## config.mk

```make
export PLATFORM = sky130hd
export DESIGN_NAME = lab1_vector_sequencer
export DESIGN_NICKNAME = d
export VERILOG_FILES = /design/src/rtl/lab1_vector_sequencer_pkg.sv /design/src/rtl/lab1_hold_timer.sv /design/src/rtl/lab1_vector_sequencer.sv
export SDC_FILE = /design/constraint.sdc
export NUM_CORES = 1
export LEC_CHECK = 0
export CAP_MARGIN = 20
export CORE_ASPECT_RATIO = 0.5
export CORE_MARGIN = 4
export CORE_UTILIZATION = 25
export DETAILED_ROUTE_END_ITERATION = 8
export PLACE_DENSITY = 0.56
export SYNTH_ARGS = -nofsm -noshare
export SYNTH_HDL_FRONTEND = slang
export SYNTH_SLANG_ARGS = --single-unit
```

## constraint.sdc

```tcl
create_clock -name clk -period 5.8 [get_ports clk]
set_clock_uncertainty 0.2 [all_clocks]
set_input_delay 1.16 -clock clk [delete_from_list [all_inputs] [get_ports clk]]
set_output_delay 1.16 -clock clk [all_outputs]
set_load 0.02 [all_outputs]
```

## src/rtl/lab1_vector_sequencer_pkg.sv

```systemverilog
// Shared types and constants for the Lab1 F(A,B,C,D) vector sequencer.
package lab1_vector_sequencer_pkg;
  localparam int VEC_W = 4;

  typedef enum logic [1:0] {
    ST_IDLE  = 2'd0,
    ST_DRIVE = 2'd1,
    ST_DONE  = 2'd2
  } state_t;
endpackage

```

## src/rtl/lab1_hold_timer.sv

```systemverilog
// Per-vector hold timer: counts 0..HOLD_CYCLES-1 while enabled, tick on the last count.
module lab1_hold_timer #(
  parameter int HOLD_CYCLES = 4
) (
  input  logic clk,
  input  logic rst_n,
  input  logic clr,
  input  logic en,
  output logic tick
);
  localparam int CW = (HOLD_CYCLES > 1) ? $clog2(HOLD_CYCLES) : 1;
  localparam logic [CW-1:0] LAST = CW'(HOLD_CYCLES - 1);

  logic [CW-1:0] count;

  assign tick = (count == LAST);

  always_ff @(posedge clk) begin
    if (!rst_n)   count <= '0;
    else if (clr) count <= '0;
    else if (en)  count <= tick ? '0 : count + 1'b1;
  end
endmodule

```

## src/rtl/lab1_vector_sequencer.sv

```systemverilog
// Exhaustive stimulus sweep for F(A,B,C,D): drives each vector for HOLD_CYCLES,
// compares the three implementation outputs on the last hold cycle and logs disagreements.
module lab1_vector_sequencer
  import lab1_vector_sequencer_pkg::*;
#(
  parameter int HOLD_CYCLES = 4,
  parameter int NUM_VEC     = 16,
  parameter int ERR_W       = 5
) (
  input  logic             clk,
  input  logic             rst_n,
  input  logic             start,
  output logic             a,
  output logic             b,
  output logic             c,
  output logic             d,
  input  logic             f1,
  input  logic             f2,
  input  logic             f3,
  output logic             busy,
  output logic             done,
  output logic [VEC_W-1:0] vec_idx,
  output logic             mismatch,
  output logic [ERR_W-1:0] err_cnt,
  output logic             first_err_valid,
  output logic [VEC_W-1:0] first_err_vec
);
  localparam logic [VEC_W-1:0] LAST_VEC = VEC_W'(NUM_VEC - 1);

  state_t state;
  logic   tick, start_ok, f_diff;

  assign start_ok     = start && (state != ST_DRIVE);
  assign f_diff       = (f1 != f2) | (f2 != f3);
  assign {a, b, c, d} = vec_idx;

  lab1_hold_timer #(.HOLD_CYCLES(HOLD_CYCLES)) u_timer (
    .clk  (clk),
    .rst_n(rst_n),
    .clr  (start_ok),
    .en   (state == ST_DRIVE),
    .tick (tick)
  );

  always_ff @(posedge clk) begin
    if (!rst_n) begin
      state           <= ST_IDLE;
      vec_idx         <= '0;
      busy            <= 1'b0;
      done            <= 1'b0;
      mismatch        <= 1'b0;
      err_cnt         <= '0;
      first_err_valid <= 1'b0;
      first_err_vec   <= '0;
    end else begin
      mismatch <= 1'b0;
      case (state)
        ST_IDLE, ST_DONE: begin
          if (start) begin
            state           <= ST_DRIVE;
            vec_idx         <= '0;
            busy            <= 1'b1;
            done            <= 1'b0;
            err_cnt         <= '0;
            first_err_valid <= 1'b0;
            first_err_vec   <= '0;
          end
        end
        ST_DRIVE: begin
          if (tick) begin
            mismatch <= f_diff;
            if (f_diff) begin
              if (err_cnt != '1) err_cnt <= err_cnt + 1'b1;
              if (!first_err_valid) begin
                first_err_valid <= 1'b1;
                first_err_vec   <= vec_idx;
              end
            end
            // The final vector stays on a..d for readout instead of wrapping.
            if (vec_idx == LAST_VEC) begin
              state <= ST_DONE;
              busy  <= 1'b0;
              done  <= 1'b1;
            end else begin
              vec_idx <= vec_idx + 1'b1;
            end
          end
        end
        default: state <= ST_IDLE;
      endcase
    end
  end
endmodule

```

======== Word level (Yosys, flattened, before mapping) ========
Cells that the tools add are included.
cells by class
  reduce and logical (&&, ||, !) cells .... 12
  muxes and demuxes ....................... 29
  $add $sub $neg .......................... 3
  bitwise operators ....................... 2
  equal/unequal tests ..................... 15
operators with widths
  operator                                                                 number
  4-bit two-way mux                                                        6
  5-bit two-way mux                                                        4
  4-bit case mux with 2 select lines                                       2
  2-bit inequality test, second input constant                             7
  4-bit AND reduction                                                      3
  5-bit case mux with 2 select lines                                       1
  5-bit AND reduction                                                      2
  1-bit two-way mux                                                        8
  2-bit two-way mux                                                        4
  1-bit case mux with 2 select lines                                       3
  3-bit AND reduction                                                      2
  5-bit by 1-bit adder with 5-bit output, second input constant            1
  5-bit inequality test, second input constant                             1
  4-bit by 1-bit adder with 4-bit output, second input constant            1
  2-bit == test, second input constant                                     2
  4-bit == test, second input constant                                     1
  2-bit case mux with 2 select lines                                       1
  2-bit OR reduction                                                       2
  2-bit by 1-bit adder with 2-bit output, second input constant            1
  2-bit by 1-bit == test with 1-bit output, second input constant          1
  2-bit logical NOT                                                        1
  1-bit inequality test                                                    2
  2-bit by 1-bit inequality test with 1-bit output, second input constant  1
  2-bit nonzero test                                                       1
  3 further kinds                                                          3
word-level totals
  output and inout bits ................... 21
  input bits .............................. 6
  word-level logic and storage cells ...... 70
  bits in registers ....................... 21

======== Depth between registers and ports, before layout ========
Gate-level depths: netlist of run 1.
  depth after elaboration ................. 5
  gate-level depth with buffers ........... 6
  gate-level depth less buffers ........... 6

======== By module ========
From an unflattened synthesis of run 1, not the netlist that was laid out.
unflattened totals
  cell total of the unflattened synthesis .. 113
  area total of the unflattened synthesis .. 1,041.0 sq um
by module, submodules not included
  module                 cells each  sequential area each (sq um)  area each (sq um)  instances
  lab1_vector_sequencer  104         380.4                         944.7              1
  lab1_hold_timer        9           40.0                          96.3               1

======== Worst setup path before layout of run 1 ========
Ideal clock, no wire load.
  path kind ............................... input to register
  start point ............................. in f3
  end point ............................... reg err_cnt[3]
  stages .................................. 5
  data required time ...................... 5.480 ns
  path buffers ............................ 1
  setup slack ............................. 3.206 ns
  library setup time ...................... 0.120 ns
  arrival ................................. 2.275 ns
  cells stage by stage .................... and3_4 > buf_6 > or3_4 > o211a_1 > o31a_1
on the way
  word-level cells in the longest chain between the ends .. 4
RTL lines
  what                                    line                         RTL
  start: declaration                      lab1_vector_sequencer.sv:19  input logic f3,
  1-bit inequality test                   lab1_vector_sequencer.sv:34  assign f_diff = (f1 != f2) | (f2 != f3);
  1-bit OR                                lab1_vector_sequencer.sv:34
  2-bit inequality test (no source line)  n/a
  5-bit AND reduction (no source line)    n/a
  end signal: assignment                  lab1_vector_sequencer.sv:73  if (err_cnt != '1) err_cnt <= err_cnt + 1'b1;
  end: declaration                        lab1_vector_sequencer.sv:24  output logic [ERR_W-1:0] err_cnt,
Every way passes these cells.
A chain may end at the register's enable or synchronous reset.

======== Worst setup path after layout of run 1 ========
  start point ............................. in f2
  end point ............................... reg first_err_vec[3]
on the way
  word-level cells in the longest chain between the ends .. 4
  elaborated cells between the ends (all ways) .. 5
  classes of those cells .................. 3 x eq/ne; 1 x bitwise; 1 x reduce/logical
RTL lines
  what                                      line                         RTL
  start: declaration                        lab1_vector_sequencer.sv:18  input logic f2,
  1-bit inequality test                     lab1_vector_sequencer.sv:34
  1-bit OR *                                lab1_vector_sequencer.sv:34
  2-bit inequality test (no source line) *  n/a
  5-bit AND reduction (no source line) *    n/a
  end signal: assignment                    lab1_vector_sequencer.sv:76  first_err_vec <= vec_idx;
  end: declaration                          lab1_vector_sequencer.sv:26  output logic [VEC_W-1:0] first_err_vec
Every way passes the cells marked *; elsewhere a longest branch is shown, timed or not.

==> results of run 1 <==
worst max-delay path, delay by kind of cell:
family                 cells  cell delay, ns
AO/OA/AOI/OAI              1            0.24
AND/OR/NAND/NOR            3            0.90
buffers and inverters      1            0.42
cells by family (layout without fill, tap and decap cells):
logic type / after synthesis / in the layout
buffers and inverters: 8 / 30
xor gates and xnor gates: 1 / 1
DFF: 21 / 21
adders and majority gates: 4 / 4
muxes: 2 / 2
and+or+nand+nor: 50 / 50
AOI/OAI and AO/OA: 28 / 28
Yosys cell counts, types with 2 or more instances:
| cell | number | area share |
|---|---|---|
| nor4_1 | 2 | 0.012 |
| nor2b_1 | 7 | 0.042 |
| o21ai_0 | 4 | 0.019 |
| ha_1 | 4 | 0.048 |
| dfxtp_1 | 21 | 0.40 |
| nand2_1 | 8 | 0.029 |
| nor2_1 | 6 | 0.022 |
| o21a_1 | 3 | 0.022 |
| and2_1 | 3 | 0.018 |
| clkbuf_1 | 3 | 0.011 |
| nand2b_1 | 2 | 0.012 |
| and3_1 | 4 | 0.024 |
| a22o_1 | 4 | 0.034 |
| nand3b_1 | 2 | 0.014 |
| buf_4 | 4 | 0.029 |
| nor3_1 | 5 | 0.024 |
| nand3_1 | 2 | 0.0096 |
| mux2i_1 | 2 | 0.019 |
| a21oi_1 | 5 | 0.024 |
| nand4_1 | 2 | 0.012 |
| nor3b_1 | 2 | 0.014 |
layer usage:
metal	vias up	wire, µm	GRT usage	share of wire
met3	2	109	0.03234	0.046
met1	418	1240	0.1271	0.52
li1	459	-	-	-
met2	14	1018	0.1511	0.43
met4	0	19	0.01361	0.0080
met5	-	0	0	0
worst max path at each step:
stage / startpoint / to / slack, ns
2_1_floorplan: f3 / err_cnt[3] / 3.21
3_3_place_gp: f2 / first_err_vec[1] / 2.79
3_5_place_dp: f2 / first_err_vec[3] / 2.78
4_1_cts: f2 / first_err_vec[3] / 3.06
5_1_grt: f2 / first_err_vec[3] / 2.88
6_report: f2 / first_err_vec[3] / 3.03
state kept, by name (all words and copies together) (netlist names):
| register | flops |
|---|---|
| err_cnt | 5 |
| first_err_vec | 4 |
| vec_idx | 4 |
| state | 2 |
| u_timer.count | 2 |
| busy | 1 |
| done | 1 |
| first_err_valid | 1 |
| mismatch | 1 |
power by group through the flow:
stage	Clock, mW	Combinational [mW]	Sequential, mW
final	0.0968	0.0310	0.150
after global routing	0.107	0.0349	0.151
after CTS	0.101	0.0313	0.150
after detailed placement	0	0.0312	0.153
after global placement	0	0.0311	0.153
after floorplan	0	0.0189	0.154
per-stage QoR:
stage	area (µm²)	hold slack (ns)	power [mW]	cells
2_1_floorplan	1039	0.2731	0.1731	114
3_3_place_gp	1314	0.2690	0.1843	186
3_5_place_dp	1314	0.2633	0.1844	186
4_1_cts	1359	0.2917	0.2819	190
5_1_grt	1359	0.3163	0.2921	190
6_report	1359	0.2867	0.2776	190
final cells by class:
| cell class | count | area (µm²) | share of cell area |
|---|---|---|---|
| multi-input cells | 85 | 565.5 | 0.4162 |
| clock buffers | 4 | 45.04 | 0.03315 |
| flip-flops and latches | 21 | 420.4 | 0.3094 |
| repair buffers | 26 | 260.3 | 0.1915 |
| well taps | 54 | 67.56 | 0.04972 |
==> flow_metrics.py, run 1 <==
metrics = {
    "timing": {
        "min_period_over_period": 0.4767,
        "fin_setup_tns_ns": 0,
        "worst_slew_pin_slew_ns": 0.6294,
        "hold_violations": 0,
        "rsz0062_at_grt": "false",
        "setup_viol": 0,
        "fin_ws_ns": 3.035,
        "fmaxAchievable_mhz": 361.7,
        "slew_viol_final": 0,
        "slew_headroom": 0.5772,
        "period_minus_slack_ns": 2.765,
    },
    "synth": {
        "synth_compound_area_frac": 0.1904,
        "syn_area_mm2": 0.001038,
        "synth-warning-count": 0,
        "synth_top_family_by_area": "simple AND/OR/NAND/NOR gates",
        "synth_edf_count": 0,
        "async_flop_share": 0,
        "ys_types": 40,
        "synth_simple_gate_area_frac": 0.2783,
        "ys_ff_latch": 21,
        "synth_xor_area_frac": 0.008434,
        "ys_seq_area_frac": 0.4048,
        "syn_nets": 124,
        "synth.area.mux_share": 0.01928,
        "synthCells": 114,
        "dominantRegCellSynth": "dfxtp_1",
        "synth-adder-area-share": 0.04819,
        "syn_area_per_cell_um2": 9.110,
    },
    "critical_path": {
        "timing.rr.start": "err_cnt[0]",
        "worstPathCellList": "clkdlybuf4s50_1, nor3_1, nor3_1, and2_1, a22o_1",
        "worstRegToRegCells": 6,
        "crit_fanout": 6,
        "cp.arrival_ns": 2.72,
        "crit_path_top_delay_cell": "nor3_1",
        "critPathLaunchType": "input pin",
        "r2r_end": "err_cnt[3]",
        "max_stage_delay_ns": 0.55,
        "cpMostUsedCell": "nor3_1",
        "crit_required_ns": 5.76,
        "crit_path_end_kind": "flop",
        "critical_path_class": "input pin to flop",
        "reg2reg_slack_ns": 3.57,
    },
    "grt": {
        "antenna_found_initial": 0,
        "grt_usage": 0.09436,
        "grt_max_degree": 18,
        "first_global_vias": 856,
        "grt.overflow.total": 0,
        "grt_first_pass_wirelength_um": 3995,
    },
    "placement": {
        "numPortBuffers": 26,
        "dpl_worst_slack_ns": 2.779,
        "gp_congestion": 0.7904,
        "place_hpwl_um": 1829,
    },
    "floorplan": {
        "die_area_mm2": 0.005312,
        "coreArea_mm2": 0.003944,
        "die-width_um": 99.15,
        "die_h_um": 53.58,
        "start_util": 0.2633,
        "num_rows": 16,
        "ioPinCount": 27,
    },
    "power_and_ir_drop": {
        "peakVddDrop_mv": 0.08086,
        "leakage_nw": 0.5156,
        "p_seq_frac": 0.540,
        "clkPwrFrac": 0.349,
        "combPwrFrac": 0.112,
        "power.internal_mw": 0.2094,
        "switching_share": 0.2458,
        "p_sw_mw": 0.06823,
        "power.density_mw_per_mm2": 204.3,
    },
    "hold_path": {
        "hp-start": "first_err_vec[1]",
        "min_path_cells": 1,
        "hp-class": "flop to flop",
        "min_to": "first_err_vec[1]",
    },
    "routing": {
        "drc_errors": 0,
        "drt_wl_total_um": 2386,
        "wire_per_inst_um": 12.56,
        "viasPerCell": 4.700,
        "drt_iter0_markers": 36,
        "num_vias": 893,
        "firstDrtPassIters": 4,
        "postRouteAntennaNets": 0,
    },
    "cells_and_area": {
        "final_common_cell": "clkdlybuf4s50_1",
        "fillers": 410,
        "area_growth_pct": 30.84,
        "utilization": 0.3445,
        "drive_gt1_frac": 0.03676,
        "mostFrequentLayoutCells": "clkdlybuf4s50_1, dfxtp_1, nand2_1",
        "antenna_cells": 0,
        "nets": 147,
    },
    "cts": {
        "h-tree-depth": 1,
        "clk_path_buf_depth": 2,
        "post-cts-setup-buffer-count": 0,
        "cts_made_buffers": 3,
        "hold_buffers": 0,
        "post_cts_resized": 0,
        "cts_tree": "built",
        "clk_pin_slew_ns": 0.08,
        "clock_sinks": 21,
        "cts.root.buffer_cell": "clkbuf_8",
        "worstSkewPairLatency_ns": 0.26,
    },
    "outcome": {
        "status": "finished clean",
    },
    "flow_run": {
        "drv_cap": 0,
    },
}
Note: power is estimated with default switching activity, not from simulation.
==> run 2: changes to the inputs <==
==> constraint.sdc (replaced) <==
create_clock -name clk -period 2.9 [get_ports clk]
set_clock_uncertainty 0.2 [all_clocks]
set_input_delay 0.58 -clock clk [delete_from_list [all_inputs] [get_ports clk]]
set_output_delay 0.58 -clock clk [all_outputs]
set_load 0.02 [all_outputs]
==> flow_metrics.py, run 2 (synthesis results as in run 1) <==
metrics = {
    "cells_and_area": {
        "antenna_cells": 0,
        "multiInputGateArea_um2": 565.5,
        "final-seq-area_um2": 420.4,
        "biggestRegsByFlops": "err_cnt: 5 flops, first_err_vec: 4 flops, vec_idx: 4 flops",
        "area_growth_pct": 33.13,
        "postLayoutCellArea_mm2": 0.001383,
        "drive_gt1_frac": 0.06475,
        "top_register": "err_cnt",
        "fillers": 403,
        "mostFrequentLayoutCells": "clkdlybuf4s50_1, dfxtp_1, nand2_1",
        "final_common_cell": "clkdlybuf4s50_1",
        "nets": 150,
        "largest_reg_flops": 5,
    },
    "timing": {
        "worst_slew_pin_slew_ns": 0.3931,
        "min_period_over_period": 0.7654,
        "fmaxAchievable_mhz": 450.5,
        "hold_violations": 0,
        "setup_viol": 0,
        "fin_setup_tns_ns": 0,
        "rsz0062_at_grt": "false",
        "slew_viol_final": 0,
        "period_minus_slack_ns": 2.220,
        "fin_ws_ns": 0.6805,
        "slew_headroom": 0.7359,
    },
    "cts": {
        "clk_pin_slew_ns": 0.08,
        "cts_made_buffers": 3,
        "clk_path_buf_depth": 2,
        "post-cts-setup-buffer-count": 0,
        "cts_tree": "built",
        "clock_sinks": 21,
        "worstSkewPairLatency_ns": 0.26,
        "cts.root.buffer_cell": "clkbuf_8",
        "h-tree-depth": 1,
        "hold_buffers": 0,
        "post_cts_resized": 0,
    },
    "grt": {
        "grt_usage": 0.09399,
        "grt.overflow.total": 0,
        "grt_max_degree": 13,
        "grt_first_pass_wirelength_um": 4008,
        "antenna_found_initial": 0,
        "first_global_vias": 824,
    },
    "placement": {
        "gp_congestion": 0.7733,
        "place_area_mm2": 0.001336,
        "dpl_worst_slack_ns": 0.4885,
        "numPortBuffers": 26,
        "place_hpwl_um": 1868,
    },
    "floorplan": {
        "num_rows": 16,
        "coreArea_mm2": 0.003944,
        "die_h_um": 53.58,
        "start_util": 0.2633,
        "die_area_mm2": 0.005312,
        "ioPinCount": 27,
        "die-width_um": 99.15,
    },
    "routing": {
        "drt_wl_total_um": 2441,
        "viasPerCell": 4.653,
        "wl_met3_um": 94,
        "drt_iter0_markers": 39,
        "postRouteAntennaNets": 0,
        "drc_errors": 0,
        "num_vias": 898,
        "met1Wirelength_um": 1254,
        "wire_per_inst_um": 12.65,
        "firstDrtPassIters": 4,
        "top_layer": "met4",
        "wl_met2_um": 1068,
    },
    "critical_path": {
        "cpMostUsedCell": "ha_1",
        "critical_path_class": "flop to flop",
        "crit_fanout": 6,
        "crit_required_ns": 2.86,
        "worstPathCellList": "ha_1, and3_1, ha_1, or3_4, o211a_1, o31a_1",
        "crit_path_end_kind": "flop",
        "cp_top_family": "simple AND/OR/NAND/NOR gates",
        "crit_path_top_delay_cell": "or3_4",
        "critPathBufInv": 0,
        "max_stage_delay_ns": 0.43,
        "cp.arrival_ns": 2.18,
        "critPathLaunchType": "flop",
    },
    "flow_run": {
        "drv_cap": 0,
    },
    "power_and_ir_drop": {
        "leakage_nw": 0.5335,
        "peakVddDrop_mv": 0.1893,
        "power.density_mw_per_mm2": 404.4,
    },
    "outcome": {
        "status": "finished clean",
    },
    "hold_path": {
        "hp-class": "flop to flop",
    },
}
[run 2: worst paths after layout]
| kind | endpoint | depth (start not counted) | startpoint | slack, ns |
|---|---|---|---|---|
| max | err_cnt[3] | 6 | err_cnt[0] | 0.68 |
| min | first_err_vec[1] | 1 | first_err_vec[1] | 0.28 |
| max reg2reg | err_cnt[3] | 6 | err_cnt[0] | 0.68 |
| min reg2reg | first_err_vec[1] | 1 | first_err_vec[1] | 0.28 |
[run 2: area by class of cell]
class / instances / area share
clock buffers: 3 / 0.02986
clock inverters: 1 / 0.003620
multi-input cells: 85 / 0.4090
flip-flops and latches: 21 / 0.3041
well taps: 54 / 0.04887
repair buffers: 29 / 0.2045
[run 2: where the power goes]
| part | internal, mW | switching [mW] |
|---|---|---|
| sequential | 0.293 | 0.00640 |
| clock | 0.0957 | 0.0972 |
| combinational | 0.0302 | 0.0363 |
[run 2: metrics by stage]
stage | total power [mW] | hold WS, ns | cells | util
2_1_floorplan | 0.3461 | 0.2731 | 114 | -
6_report | 0.5592 | 0.2824 | 193 | 0.3506
3_3_place_gp | 0.3724 | 0.2588 | 189 | 0.3388
4_1_cts | 0.5651 | 0.2825 | 193 | 0.3506
3_5_place_dp | 0.3727 | 0.2609 | 189 | 0.3388
5_1_grt | 0.5873 | 0.3114 | 193 | 0.3506
[run 2: routing by layer]
| metal | vias to the layer above | GRT usage |
|---|---|---|
| li1 | 461 | - |
| met1 | 417 | 0.1353 |
| met2 | 18 | 0.1367 |
| met3 | 2 | 0.02587 |
| met4 | 0 | 0.02721 |
| met5 | - | 0 |
==> run 3: changes to the inputs <==
==> constraint.sdc (replaced) <==
create_clock -name clk -period 2.08 [get_ports clk]
set_clock_uncertainty 0.2 [all_clocks]
set_input_delay 0.416 -clock clk [delete_from_list [all_inputs] [get_ports clk]]
set_output_delay 0.416 -clock clk [all_outputs]
set_load 0.02 [all_outputs]
==> flow_metrics.py, run 3 (synthesis results as in run 1) <==
metrics = {
    "grt": {
        "antenna_found_initial": 0,
        "grt.overflow.total": 0,
        "grt_first_pass_wirelength_um": 4215,
        "first_global_vias": 930,
        "grt_usage": 0.09829,
        "grt_max_degree": 12,
    },
    "routing": {
        "num_vias": 952,
        "drt_iter0_markers": 34,
        "firstDrtPassIters": 4,
        "viasPerCell": 4.713,
        "drt_wl_total_um": 2517,
        "drc_errors": 0,
        "postRouteAntennaNets": 0,
        "wire_per_inst_um": 12.46,
    },
    "floorplan": {
        "num_rows": 16,
        "die-width_um": 99.15,
        "die_area_mm2": 0.005312,
        "coreArea_mm2": 0.003944,
        "ioPinCount": 27,
        "die_h_um": 53.58,
        "start_util": 0.2633,
    },
    "critical_path": {
        "cpMostUsedCell": "ha_2",
        "crit_fanout": 2,
        "crit_path_end_kind": "flop",
        "worstPathCellList": "ha_2, and3_1, ha_2, or3_4, o211a_1, o31a_1",
        "cp.arrival_ns": 1.98,
        "max_stage_delay_ns": 0.37,
        "critPathBufInv": 0,
        "critical_path_class": "flop to flop",
        "critPathLaunchType": "flop",
        "cp_top_family": "simple AND/OR/NAND/NOR gates",
        "crit_required_ns": 2.04,
        "crit_path_top_delay_cell": "or3_4",
    },
    "power_and_ir_drop": {
        "p_total_mw": 0.7924,
        "leakage_nw": 0.5741,
        "power.internal_mw": 0.5975,
        "p_sw_mw": 0.1950,
        "clkPwrFrac": 0.339,
        "peakVddDrop_mv": 0.2308,
        "combPwrFrac": 0.136,
        "switching_share": 0.2460,
        "power.density_mw_per_mm2": 536.3,
        "p_seq_frac": 0.525,
    },
    "flow_run": {
        "drv_cap": 0,
    },
    "cells_and_area": {
        "multiInputGateArea_um2": 589.3,
        "fillers": 396,
        "largest_reg_flops": 5,
        "utilization": 0.3747,
        "drive_gt1_frac": 0.1622,
        "biggestRegsByFlops": "err_cnt: 5 flops, first_err_vec: 4 flops, vec_idx: 4 flops",
        "top_register": "err_cnt",
        "mostFrequentLayoutCells": "clkdlybuf4s50_1, dfxtp_1, buf_4",
        "area_growth_pct": 42.29,
        "antenna_cells": 0,
        "nets": 159,
        "final-seq-area_um2": 425.4,
        "final_common_cell": "clkdlybuf4s50_1",
    },
    "placement": {
        "numPortBuffers": 26,
        "gp_congestion": 0.7947,
        "place_hpwl_um": 1938,
    },
    "cts": {
        "cts.root.buffer_cell": "clkbuf_8",
        "hold_buffers": 0,
        "h-tree-depth": 1,
        "cts_tree": "built",
        "clk_path_buf_depth": 2,
        "worstSkewPairLatency_ns": 0.26,
        "clock_sinks": 21,
        "post-cts-setup-buffer-count": 0,
        "cts_made_buffers": 3,
        "clk_pin_slew_ns": 0.08,
    },
    "timing": {
        "hold_violations": 0,
        "slew_headroom": 0.7725,
        "worst_slew_pin_slew_ns": 0.3406,
        "slew_viol_final": 0,
        "min_period_over_period": 0.9738,
        "period_minus_slack_ns": 2.026,
        "rsz0062_at_grt": "true",
        "fmaxAchievable_mhz": 493.7,
        "setup_viol": 0,
    },
    "hold_path": {
        "hp-class": "flop to flop",
    },
    "outcome": {
        "status": "finished clean",
    },
}
==> run 3: cell types whose count changed in the layout (fill, tap and decap cells not counted) <==
| cell | change |
|---|---|
| buf_4 | +9 |
| dfxtp_1 | -2 |
| ha_1 | -2 |
| ha_2 | +2 |
| nor4_1 | -2 |
| nor4_2 | +2 |
| clkbuf_1 | +1 |
| clkinv_2 | -1 |
| dfxtp_2 | +1 |
| dfxtp_4 | +1 |
| nor4b_1 | -1 |
| nor4b_2 | +1 |
==> run 3: path summary, 6_finish.rpt <==
| kind | start | to | slack (ns) | depth (start not counted) |
|---|---|---|---|---|
| max | err_cnt[0] | err_cnt[3] | 0.05 | 6 |
| min | first_err_vec[1] | first_err_vec[1] | 0.28 | 1 |
| max reg2reg | err_cnt[0] | err_cnt[3] | 0.05 | 6 |
| min reg2reg | first_err_vec[1] | first_err_vec[1] | 0.28 | 1 |
==> run 3: layout make-up <==
type | count | share of cell area
timing repair buffer | 38 | 0.2371
clock buffer | 4 | 0.03048
tap | 54 | 0.04572
multi-input combinational | 85 | 0.3988
sequential | 21 | 0.2879
==> run 3: through the flow <==
step / setup slack (ns) / setup TNS, ns / hold slack [ns] / instance area, µm² / std cells
global route: -0.007414 / -0.007414 / 0.3031 / 1478 / 202
global placement: -0.1250 / -0.3233 / 0.2613 / 1411 / 198
CTS: 0.009879 / 0 / 0.2826 / 1456 / 202
finish: 0.05446 / 0 / 0.2829 / 1478 / 202
floorplan: 0.001122 / 0 / 0.2731 / 1046 / 114
detailed placement: -0.1347 / -0.2563 / 0.2635 / 1411 / 198
==> run 3: timing repair <==
| item | in CTS | in global routing |
|---|---|---|
| resized for setup | 0 | 4 |
| endpoints found under the setup margin | 0 | 3 |
| hold endpoints to repair | 0 | 0 |
==> run 3: routing by layer <==
metal	GRT usage	up-vias	part of all wire
met1	0.1285	448	0.50
met4	0.01361	0	0.0075
met3	0.03234	2	0.046
li1	-	488	-
met5	0	-	0
met2	0.1644	14	0.45
==> run 3: power by group through the flow <==
stage | registers [mW] | clock network, mW | logic (mW)
2_1_floorplan | 0.429 | 0 | 0.0527
3_3_place_gp | 0.425 | 0 | 0.105
3_5_place_dp | 0.426 | 0 | 0.105
4_1_cts | 0.416 | 0.277 | 0.106
5_1_grt | 0.418 | 0.289 | 0.119
6_report | 0.416 | 0.269 | 0.107
